## src/rtl/image_uart_sender.sv

```systemverilog
// Streams a 1-bpp image from synchronous-read memory to uart_tx, 8 pixels per byte, LSB first.
// Optional trailing XOR checksum byte: define IMG_SENDER_CHECKSUM_EN.
module image_uart_sender #(
  parameter int unsigned NUM_BITS = 784,
  parameter int unsigned ADDR_W   = 10
) (
  input  logic              clk,
  input  logic              rst,
  input  logic              start,
  output logic [ADDR_W-1:0] mem_addr,
  input  logic              mem_q,
  output logic              tx_start,
  output logic [7:0]        tx_data,
  input  logic              tx_rdy,
  output logic              busy,
  output logic              done
);

  localparam int unsigned NUM_BYTES = NUM_BITS / 8;
`ifdef IMG_SENDER_CHECKSUM_EN
  localparam int unsigned TOTAL_BYTES = NUM_BYTES + 1;
`else
  localparam int unsigned TOTAL_BYTES = NUM_BYTES;
`endif
  localparam int unsigned CNT_W   = $clog2(NUM_BYTES + 2);
  localparam int unsigned PHASE_W = 4;

  localparam logic [2:0] S_IDLE    = 3'd0;
  localparam logic [2:0] S_FETCH   = 3'd1;
  localparam logic [2:0] S_WAIT_TX = 3'd2;
  localparam logic [2:0] S_SEND    = 3'd3;
  localparam logic [2:0] S_GAP     = 3'd4;
  localparam logic [2:0] S_DONE    = 3'd5;

  localparam logic [PHASE_W-1:0] PHASE_LAST = PHASE_W'(8);

  logic [2:0]         state, state_d;
  logic [PHASE_W-1:0] phase, phase_d;
  logic [CNT_W-1:0]   byte_cnt, byte_cnt_d, cnt_inc;
  logic [ADDR_W-1:0]  mem_addr_d;
  logic [7:0]         shift, shift_d;
  logic [7:0]         tx_data_d;
`ifdef IMG_SENDER_CHECKSUM_EN
  logic [7:0]         csum, csum_d;
`endif

  assign cnt_inc = byte_cnt + CNT_W'(1);

  // Next-state and datapath decode
  always_comb begin
    state_d    = state;
    phase_d    = phase;
    byte_cnt_d = byte_cnt;
    mem_addr_d = mem_addr;
    shift_d    = shift;
    tx_data_d  = tx_data;
`ifdef IMG_SENDER_CHECKSUM_EN
    csum_d     = csum;
`endif
    case (state)
      S_IDLE: begin
        if (start) begin
          state_d    = S_FETCH;
          phase_d    = '0;
          byte_cnt_d = '0;
          mem_addr_d = '0;
`ifdef IMG_SENDER_CHECKSUM_EN
          csum_d     = '0;
`endif
        end
      end
      S_FETCH: begin
        // Data for the address issued last phase arrives now; shifting right lands pixel 0 in bit 0.
        if (phase != '0) shift_d = {mem_q, shift[7:1]};
        if (phase == PHASE_LAST) begin
          phase_d = '0;
          state_d = S_WAIT_TX;
        end else begin
          phase_d    = phase + PHASE_W'(1);
          mem_addr_d = mem_addr + ADDR_W'(1);
        end
      end
      S_WAIT_TX: begin
        if (tx_rdy) begin
          state_d = S_SEND;
`ifdef IMG_SENDER_CHECKSUM_EN
          if (byte_cnt == CNT_W'(NUM_BYTES)) begin
            tx_data_d = csum;
          end else begin
            tx_data_d = shift;
            csum_d    = csum ^ shift;
          end
`else
          tx_data_d = shift;
`endif
        end
      end
      S_SEND: state_d = S_GAP;
      S_GAP: begin
        byte_cnt_d = cnt_inc;
        if (cnt_inc == CNT_W'(TOTAL_BYTES)) begin
          state_d = S_DONE;
`ifdef IMG_SENDER_CHECKSUM_EN
        end else if (cnt_inc == CNT_W'(NUM_BYTES)) begin
          state_d = S_WAIT_TX;
`endif
        end else begin
          state_d = S_FETCH;
        end
      end
      S_DONE:  state_d = S_IDLE;
      default: state_d = S_IDLE;
    endcase
  end

  // State and registered outputs
  always_ff @(posedge clk) begin
    if (rst) begin
      state    <= S_IDLE;
      phase    <= '0;
      byte_cnt <= '0;
      mem_addr <= '0;
      shift    <= '0;
      tx_data  <= '0;
      tx_start <= 1'b0;
      busy     <= 1'b0;
      done     <= 1'b0;
`ifdef IMG_SENDER_CHECKSUM_EN
      csum     <= '0;
`endif
    end else begin
      state    <= state_d;
      phase    <= phase_d;
      byte_cnt <= byte_cnt_d;
      mem_addr <= mem_addr_d;
      shift    <= shift_d;
      tx_data  <= tx_data_d;
      tx_start <= (state_d == S_SEND);
      busy     <= (state_d != S_IDLE) && (state_d != S_DONE);
      done     <= (state_d == S_DONE);
`ifdef IMG_SENDER_CHECKSUM_EN
      csum     <= csum_d;
`endif
    end
  end

endmodule

```

## config.mk

```make
export PLATFORM = sky130hd
export DESIGN_NAME = image_uart_sender
export DESIGN_NICKNAME = d
export VERILOG_FILES = /design/src/rtl/image_uart_sender.sv
export SDC_FILE = /design/constraint.sdc
export NUM_CORES = 1
export LEC_CHECK = 0
export BUFFER_PORTS_ARGS = -buffer_cell sky130_fd_sc_hd__buf_2
export CAP_MARGIN = 0
export CORE_UTILIZATION = 36
export DETAILED_ROUTE_END_ITERATION = 6
export PLACE_DENSITY = 0.54
export SYNTH_ARGS = -nofsm -noshare
export SYNTH_HDL_FRONTEND = slang
export SYNTH_SLANG_ARGS = --single-unit
```

## constraint.sdc

```tcl
create_clock -name clk -period 2.2 [get_ports clk]
set_input_delay 0.33 -clock clk [delete_from_list [all_inputs] [get_ports clk]]
set_output_delay 0.33 -clock clk [all_outputs]
set_load 0.005 [all_outputs]
```

==> results of run 1 <==
through the flow:
stage,worst slack (ns),hold WS (ns),utilization [%],std cells,instance area (um^2)
floorplan,0.4747,0.4312,-,231,1996
global route,0.1718,0.3187,43.53,325,2280
detailed placement,0.3358,0.4432,41.54,317,2176
global placement,0.3909,0.4410,41.54,317,2176
CTS,0.3086,0.2681,43.53,325,2280
finish,0.3139,0.2720,43.53,325,2280
cell usage after synthesis (2+ instances only):
cell      instances  area share [%]
nand2_1          22             4.1
nand3b_1          6             2.3
nand3_1           6             1.5
nor3b_1           2            0.75
o21ai_0           4             1.0
inv_1             6             1.1
clkbuf_1          8             1.5
dfxtp_1          43              43
or4_1             2            0.75
nor2_1           24             4.5
mux2i_1           8             4.0
nor3b_2           2             1.3
or3b_1            2            0.88
o31ai_1           2            0.75
ha_1              5             3.1
and3b_1           2            0.88
and2_1            3            0.94
buf_2             2            0.50
o41ai_1           2            0.88
or2_2             2            0.63
o21ai_1           9             2.3
and4_1            2            0.88
or4b_1            2             1.0
a21oi_1          32             8.0
nor3_1            4             1.0
a21o_1            2            0.75
or3_1             7             2.2
nand4_1           3            0.94
worst min-delay path: cells and delay by family:
family	cells	cell delay [ns]
buf+inv	1	0.08
mux	1	0.06
simple gates	1	0.07
final cells by class:
class	count	area, um^2	area share, %
clock inverters	1	7.507	0.3293
multi-input cells	169	1050	46.05
clock buffers	7	96.34	4.226
repair buffers	29	155.1	6.806
flip-flops and latches	43	860.8	37.76
inverters	6	22.52	0.9879
well taps	70	87.58	3.842
metal layers:
layer / global-route usage (%) / wire, um / up-vias
met2: 23.15 / 1721 / 22
li1: - / - / 869
met4: 5.385 / 53 / 0
met5: 0 / 0 / -
met1: 19.22 / 2083 / 740
met3: 3.832 / 130 / 7
power by group through the flow:
| stage | registers [mW] | logic [mW] | clock network (mW) |
|---|---|---|---|
| after detailed placement | 0.816 | 0.0959 | 0 |
| after global placement | 0.815 | 0.0965 | 0 |
| after CTS | 0.797 | 0.0959 | 0.578 |
| after floorplan | 0.810 | 0.0757 | 0 |
| after global routing | 0.799 | 0.107 | 0.611 |
| final | 0.797 | 0.0951 | 0.552 |
worst max-delay path by stage:
stage,start,end
CTS,byte_cnt[0],done
detailed placement,byte_cnt[0],done
floorplan,byte_cnt[0],busy
global placement,byte_cnt[0],done
global route,byte_cnt[0],done
finish,byte_cnt[0],done
sequential cells by signal, summed over array words and instances (netlist names):
signal	flops
busy	1
byte_cnt	7
done	1
mem_addr	10
phase	4
shift	8
state	3
tx_data	8
tx_start	1
cells by family after synthesis:
family | synth area share, %
XOR/XNOR | 0.4390
multiplexers | 4.013
buffers and inverters | 4.263
adder cells (fa/ha/maj) | 3.135
flip-flops | 43.14
AND/OR/NAND/NOR | 28.84
AO/OA/AOI/OAI | 16.18
==> results.md, run 1 <==
* R2R Path End: done
* Post-Syn Nets at 241
* Worst-Margin Slew at 0.7042 ns
* Area grow syn2layout at 14.23%
* Hold Path Sink: shift[7]
* Core area at 5238 um^2
* Critical path capture point type: register
* Static leakage power at 0.8384 nW
* Cell Pwr Density at 633.5 nW/um^2
* RSZ-0062 raised after global routing: no
* FMAX at 0.5302 GHz
* Clk Latency, worst-skew pair at 0.29 ns
* Largest net degree at the start of global routing at 22
* Critical path's largest stage delay at 0.41 ns
* Final-report setup violation count at 0
* Mapped cell area at 1996 um^2
* Post-CTS Setup Bufs at 0
* Post-synthesis async set-or-reset flop share at 0%
* Fin crit period at 1.886 ns
* Layout cells sized above 1 at 17.65%
* Stages on worst setup path at 5
* Clock Tree Buf Depth at 2
* Most frequent cells in the layout: dfxtp_1, a21oi_1, buf_2
* Average footprint of a synthesized cell at 8.639 um^2
* Wire per inst at 12.27 um
* Remaining Overflow, GRT at 0
* Yosys warning total at 0
* Hold path depth at 3
* Hold Vio Cnt, Final at 0
* H-tree depth at 2
* Int Power at 1.106 mW
* Number of synthesized flops with an enable pin at 0
* PortBufs at 25
* DRC Markers at 0
* Overall power at 1.444 mW
* Detailed-router iteration count before antenna repair at 4
* N_diodes at 0
* Worst slew margin at 53.05%
* GPL Wtd Cong at 0.7566
* CP bufs+invs at 0
* Mapped Cells at 231
* Net switching power figure at 0.3383 mW
* Max Slew Vio Count at 0
* Most common cell after layout, fill and taps aside: dfxtp_1
* Hold buffers post-CTS at 0
* Max-cap violations at 0
* Initial antenna violation count at 0
* Reg power frac at 55.2%
* Yosys cell types at 45
* Clock buffer count from CTS at 5
* Crit Path Max Fanout at 6
* First-pass GRT wire length at 6.975 mm
* Flop and latch count out of synthesis at 43
* Root Driver: clkbuf_8
* # IOs at 26
* Die Y at 76.46 um
* CP delay by family, top: compound AO/OA/AOI/OAI gates
* CP required at 2.41 ns
* Die Span X at 76.46 um
* Status: finished clean
* CTS clk-pin slew, worst paths at 0.08 ns
* Clock power share at 38.2%
* Clock skew at 0.003677 ns
* Final wirelength at 3.989 mm
* R2r setup slk at 0.31 ns
* Arrival time worst endpoint at 2.09 ns
* DR vias/cell at 5.040
* Resize count post-CTS at 0
* HPWL Detailed at 2.691 mm
* All-layer global routing usage at 14.70%
* Max VDD drop at 0.3797 mV
* Reg2Reg Depth at 5
* Clk sink count at 43
* Startpoint Class: register
* RR Startpoint: byte_cnt[0]
* Antenna Nets Post-Route at 0
* Die area at 5845 um^2
* Synth Flop Type: dfxtp_1
* Sw Share at 23.43%
* Hold_sp: mem_q
* Drt first-iter violations at 102
* Hold WC Path Type: in -> reg
* CTS tree: done
* Fillcell total at 548
* Final nets at 264
* Combinational fraction of design power at 6.6%
* CP Cell Sequence: ha_1, nand3_1, or3_1, a221o_1, a211oi_1
* Site Rows at 26
* Initial Util at 38.10%
* Fin Setup TNS at 0 ns
* Tcrit/Tclk final at 85.73%
* Slowest cell on crit path: dfxtp_1
* Setup CP Type: reg -> reg
* Vias in the first global route at 1530
* Post-synthesis sequential area ratio at 43.13%
* Routed vias at 1638
(Power assumes the default switching activity.)
==> inputs of run 2 (changes only) <==
--- a/config.mk
+++ b/config.mk
@@ -7,9 +7,9 @@
 export LEC_CHECK = 0
 export BUFFER_PORTS_ARGS = -buffer_cell sky130_fd_sc_hd__buf_2
 export CAP_MARGIN = 0
-export CORE_UTILIZATION = 36
+export CORE_UTILIZATION = 40
 export DETAILED_ROUTE_END_ITERATION = 6
-export PLACE_DENSITY = 0.54
+export PLACE_DENSITY = 0.59
 export SYNTH_ARGS = -nofsm -noshare
 export SYNTH_HDL_FRONTEND = slang
 export SYNTH_SLANG_ARGS = --single-unit
==> run 2 against run 1 <==
Utilization up 4.0 points. Clock skew is 0.0063 ns higher. Flip-flop and latch count is the same. Sequential power hardly changed. Critical path depth did not move. Critical endpoint unchanged.
==> results.md, run 2 (synthesis results as in run 1) <==
* Pre-CTS WS at 0.3307 ns
* Design Area, Final at 2261 um^2
* Tcrit/Tclk final at 86.01%
* Max Slew Vio Count at 0
* First-pass GRT wire length at 6.672 mm
* Hold buffers post-CTS at 0
* Max-cap violations at 0
* Hold Vio Cnt, Final at 0
* RSZ-0062 raised after global routing: no
* # IOs at 26
* Critical path capture point type: register
* Hold WC Path Type: in -> reg
* Final nets at 264
* Wire per inst at 12.16 um
* Reg2Reg Depth at 5
* Fin Setup TNS at 0 ns
* Worst slew margin at 54.39%
* Biggest register: mem_addr
* Most frequent cells in the layout: dfxtp_1, a21oi_1, buf_2
* CTS tree: done
* Max VDD drop at 0.2894 mV
* Fin crit period at 1.892 ns
* Largest net degree at the start of global routing at 22
* Resize count post-CTS at 0
* CP startpoint: byte_cnt[0]
* Layout cells sized above 1 at 17.65%
* Remaining Overflow, GRT at 0
* Detailed-router iteration count before antenna repair at 4
* GPL Wtd Cong at 0.7789
* Initial antenna violation count at 0
* Most common cell after layout, fill and taps aside: dfxtp_1
* Site Rows at 25
* Final worst setup slack at 0.3079 ns
* PortBufs at 25
* Fillcell total at 482
* Initial Util at 41.97%
* Fin Hold WS at 0.2665 ns
* Drt first-iter violations at 111
* Final-report setup violation count at 0
* Post-CTS Setup Bufs at 0
* Area grow syn2layout at 13.29%
* Final wirelength at 3.915 mm
* Antenna Nets Post-Route at 0
* Crit Path Max Fanout at 6
* CP required at 2.41 ns
* H-tree depth at 2
* Worst Setup EP: done
* Clock Tree Buf Depth at 2
* Vias in the first global route at 1451
* R2R Path End: done
* Clk sink count at 43
* Static leakage power at 0.8280 nW
* Status: finished clean
* Routed vias at 1665
* CTS clk-pin slew, worst paths at 0.09 ns
* Die Y at 72.64 um
* FMAX at 0.5285 GHz
* Worst-Margin Slew at 0.6796 ns
* DR vias/cell at 5.171
* Arrival time worst endpoint at 2.10 ns
* Setup CP Type: reg -> reg
* Cell Pwr Density at 614.8 nW/um^2
* Max reg flops at 10
* R2r setup slk at 0.31 ns
* Die area at 5276 um^2
* Clock buffer count from CTS at 5
* All-layer global routing usage at 16.19%
* Core area at 4755 um^2
* DRC Markers at 0
* Startpoint Class: register
* Clock skew at 0.009993 ns
* Largest regs: mem_addr (10), shift (8), tx_data (8)
* DP Area at 2172 um^2
* Post-layout util at 47.55%
* N_diodes at 0
* Root Driver: clkbuf_8
* HPWL Detailed at 2.671 mm
* Die Span X at 72.64 um
* RR Startpoint: byte_cnt[0]
* Clk Latency, worst-skew pair at 0.30 ns
## run 2: stage by stage
step	total power, mW	instances
4_1_cts	1.417	322
3_3_place_gp	0.9108	314
3_5_place_dp	0.9104	314
2_1_floorplan	0.8855	231
6_report	1.390	322
5_1_grt	1.451	322
## run 2: layout make-up
type,count,area [um^2],area share [%]
Multi-Input combinational cell,169,1050,46.43
Sequential cell,43,860.8,38.07
Timing Repair Buffer,29,155.1,6.862
Tap cell,67,83.83,3.708
Clock buffer,5,68.82,3.044
Inverter,6,22.52,0.9961
Clock inverter,3,20.02,0.8854
## run 2: power breakdown
part | switching [mW] | internal [mW]
registers | 0.0108 | 0.786
logic | 0.0602 | 0.0347
clock network | 0.277 | 0.221
total | 0.349 | 1.04
## run 2: metal layers
metal,up-vias,wire length (um),track usage (%)
met5,-,0,0
met4,0,64,5.882
met2,36,1643,23.78
li1,870,-,-
met3,5,184,4.558
met1,754,2022,22.59
## run 2: worst max-delay path, stage by stage, from the launching register on
cell      delay (ns)
dfxtp_1         0.42
ha_1            0.29
nand3_1         0.15
or3_1           0.39
a221o_1         0.36
a211oi_1        0.21
## run 2: worst min path at each step
stage,from,to,cells after the start
2_1_floorplan,shift[0],tx_data[0],2
3_3_place_gp,shift[0],tx_data[0],2
3_5_place_dp,tx_data[3],tx_data[3],2
4_1_cts,mem_q,shift[7],3
5_1_grt,mem_q,shift[7],3
6_report,mem_q,shift[7],3
==> inputs of run 3 (changes only) <==
==> constraint.sdc (replaced) <==
create_clock -name clk -period 2 [get_ports clk]
set_input_delay 0 -clock clk [delete_from_list [all_inputs] [get_ports clk]]
set_output_delay 0 -clock clk [all_outputs]
set_load 0.005 [all_outputs]
==> run 3 against run 2 <==
Sequential share of layout area fell by 0.33 points. Critical path type unchanged. Clock skew fell by 0.0014 ns. Largest power group unchanged. Via count fell by 2.0%.
==> results.md, run 3 (synthesis results as in run 1) <==
* Largest net degree at the start of global routing at 35
* HPWL Detailed at 2.586 mm
* Max reg flops at 10
* Site Rows at 25
* DR vias/cell at 5.034
* Reg2Reg Depth at 5
* FMAX at 0.5605 GHz
* Fin crit period at 1.784 ns
* Wire per inst at 11.75 um
* Clk Latency, worst-skew pair at 0.29 ns
* Largest regs: mem_addr (10), shift (8), tx_data (8)
* Cell Pwr Density at 675.1 nW/um^2
* Detailed-router iteration count before antenna repair at 4
* Die Y at 72.64 um
* CP bufs+invs at 0
* CTS tree: done
* Critical path's largest stage delay at 0.38 ns
* Root Driver: clkbuf_8
* All-layer global routing usage at 15.47%
* R2r setup slk at 0.22 ns
* PortBufs at 25
* Crit Path Max Fanout at 6
* Die area at 5276 um^2
* GPL Wtd Cong at 0.8003
* # IOs at 26
* Clock Tree Buf Depth at 2
* Hold Vio Cnt, Final at 0
* Core area at 4755 um^2
* Startpoint Class: register
* Area grow syn2layout at 14.61%
* Max Slew Vio Count at 0
* Tcrit/Tclk final at 89.20%
* Worst-Margin Slew at 0.6198 ns
* CP Cell Sequence: ha_2, nand3_1, or3_1, a221o_1, a211oi_1
* Max VDD drop at 0.4763 mV
* Clock skew at 0.008641 ns
* Hold WC Path Type: in -> reg
* Slowest cell on crit path: dfxtp_2
* Biggest register: mem_addr
* Die Span X at 72.64 um
* H-tree depth at 2
* Arrival time worst endpoint at 1.99 ns
* RR Startpoint: byte_cnt[0]
* Setup CP Type: reg -> reg
* Final wirelength at 3.808 mm
* Vias in the first global route at 1446
* N_diodes at 0
* Status: finished clean
* Most frequent cells in the layout: dfxtp_1, a21oi_1, buf_2
* Final-report setup violation count at 0
* Final nets at 266
* Antenna Nets Post-Route at 0
* Fin Setup TNS at 0 ns
* Hold path depth at 4
* Worst Setup EP: done
* First-pass GRT wire length at 6.437 mm
* Most common cell after layout, fill and taps aside: dfxtp_1
* Max-cap violations at 0
* CP required at 2.20 ns
* Initial Util at 41.97%
* Design Area, Final at 2287 um^2
* Post-CTS Setup Bufs at 0
* R2R Path End: done
* Stages on worst setup path at 5
* Initial antenna violation count at 0
* Clk sink count at 43
* RSZ-0062 raised after global routing: no
* CP delay by family, top: compound AO/OA/AOI/OAI gates
* DRC Markers at 0
* Post-layout util at 48.11%
* Overall power at 1.544 mW
* Remaining Overflow, GRT at 0
* Routed vias at 1631
* CP startpoint: byte_cnt[0]
* Worst slew margin at 58.40%
* CTS clk-pin slew, worst paths at 0.09 ns
* Drt first-iter violations at 108
* Static leakage power at 0.8357 nW
* Clock buffer count from CTS at 5
* DP Area at 2180 um^2
* Layout cells sized above 1 at 19.07%
* Critical path capture point type: register
-- run 3: cell types whose count changed in the layout (fill, tap and decap cells not counted), sizes merged --
cell / previous run / this run
buf: 29 / 30
inv: 6 / 7
clkinv: 1 / 0
dlygate4sd3: 0 / 1
-- run 3: area by class of cell --
| type | count | area (um^2) |
|---|---|---|
| timing repair buffer | 31 | 172.7 |
| multi-input combinational | 169 | 1052 |
| clock buffer | 5 | 68.82 |
| sequential | 43 | 863.3 |
| clock inverter | 3 | 23.77 |
| inverter | 6 | 22.52 |
| tap | 67 | 83.83 |
| fill | 493 | 2467 |
-- run 3: worst min path at each step --
stage,from,endpoint,slack [ns]
detailed placement,mem_q,shift[7],0.26
floorplan,mem_q,shift[7],0.15
global placement,mem_q,shift[7],0.24
global route,rst,shift[2],0.22
finish,tx_rdy,state[0],0.20
CTS,tx_rdy,state[0],0.19
-- run 3: report_power, final --
group	internal (mW)	leakage, nW	switching (mW)
Combinational	0.0428	0.447	0.0651
Clock	0.250	0.0408	0.309
Sequential	0.864	0.348	0.0128
-- run 3: worst register-to-register path, stage by stage (launching register included) --
cell and delay [ns]:
dfxtp_2 0.38, ha_2 0.24, nand3_1 0.13, or3_1 0.38, a221o_1 0.36, a211oi_1 0.21
-- run 3: through the flow --
step	setup WS, ns	std cells	hold WS, ns
2_1_floorplan	0.2747	231	0.1472
3_3_place_gp	0.1937	315	0.2408
3_5_place_dp	0.1162	315	0.2602
4_1_cts	0.08789	324	0.1904
5_1_grt	0.04323	324	0.2188
6_report	0.2160	324	0.2009
-- run 3: layer usage --
| metal | share of wire [%] | routed length [um] | global-route usage, % | up-vias |
|---|---|---|---|---|
| li1 | - | - | - | 871 |
| met1 | 54 | 2040 | 21.62 | 737 |
| met2 | 43 | 1628 | 23.68 | 21 |
| met3 | 3.1 | 117 | 3.729 | 2 |
| met4 | 0.58 | 22 | 4.575 | 0 |
| met5 | 0 | 0 | 0 | - |
-- run 3: timing repair --
action                                  4_1_cts  5_1_grt
endpoints found under the hold margin         1        0
gates resized for setup                       0        3
hold buffers                                  1        0
endpoints found under the setup margin        0        2
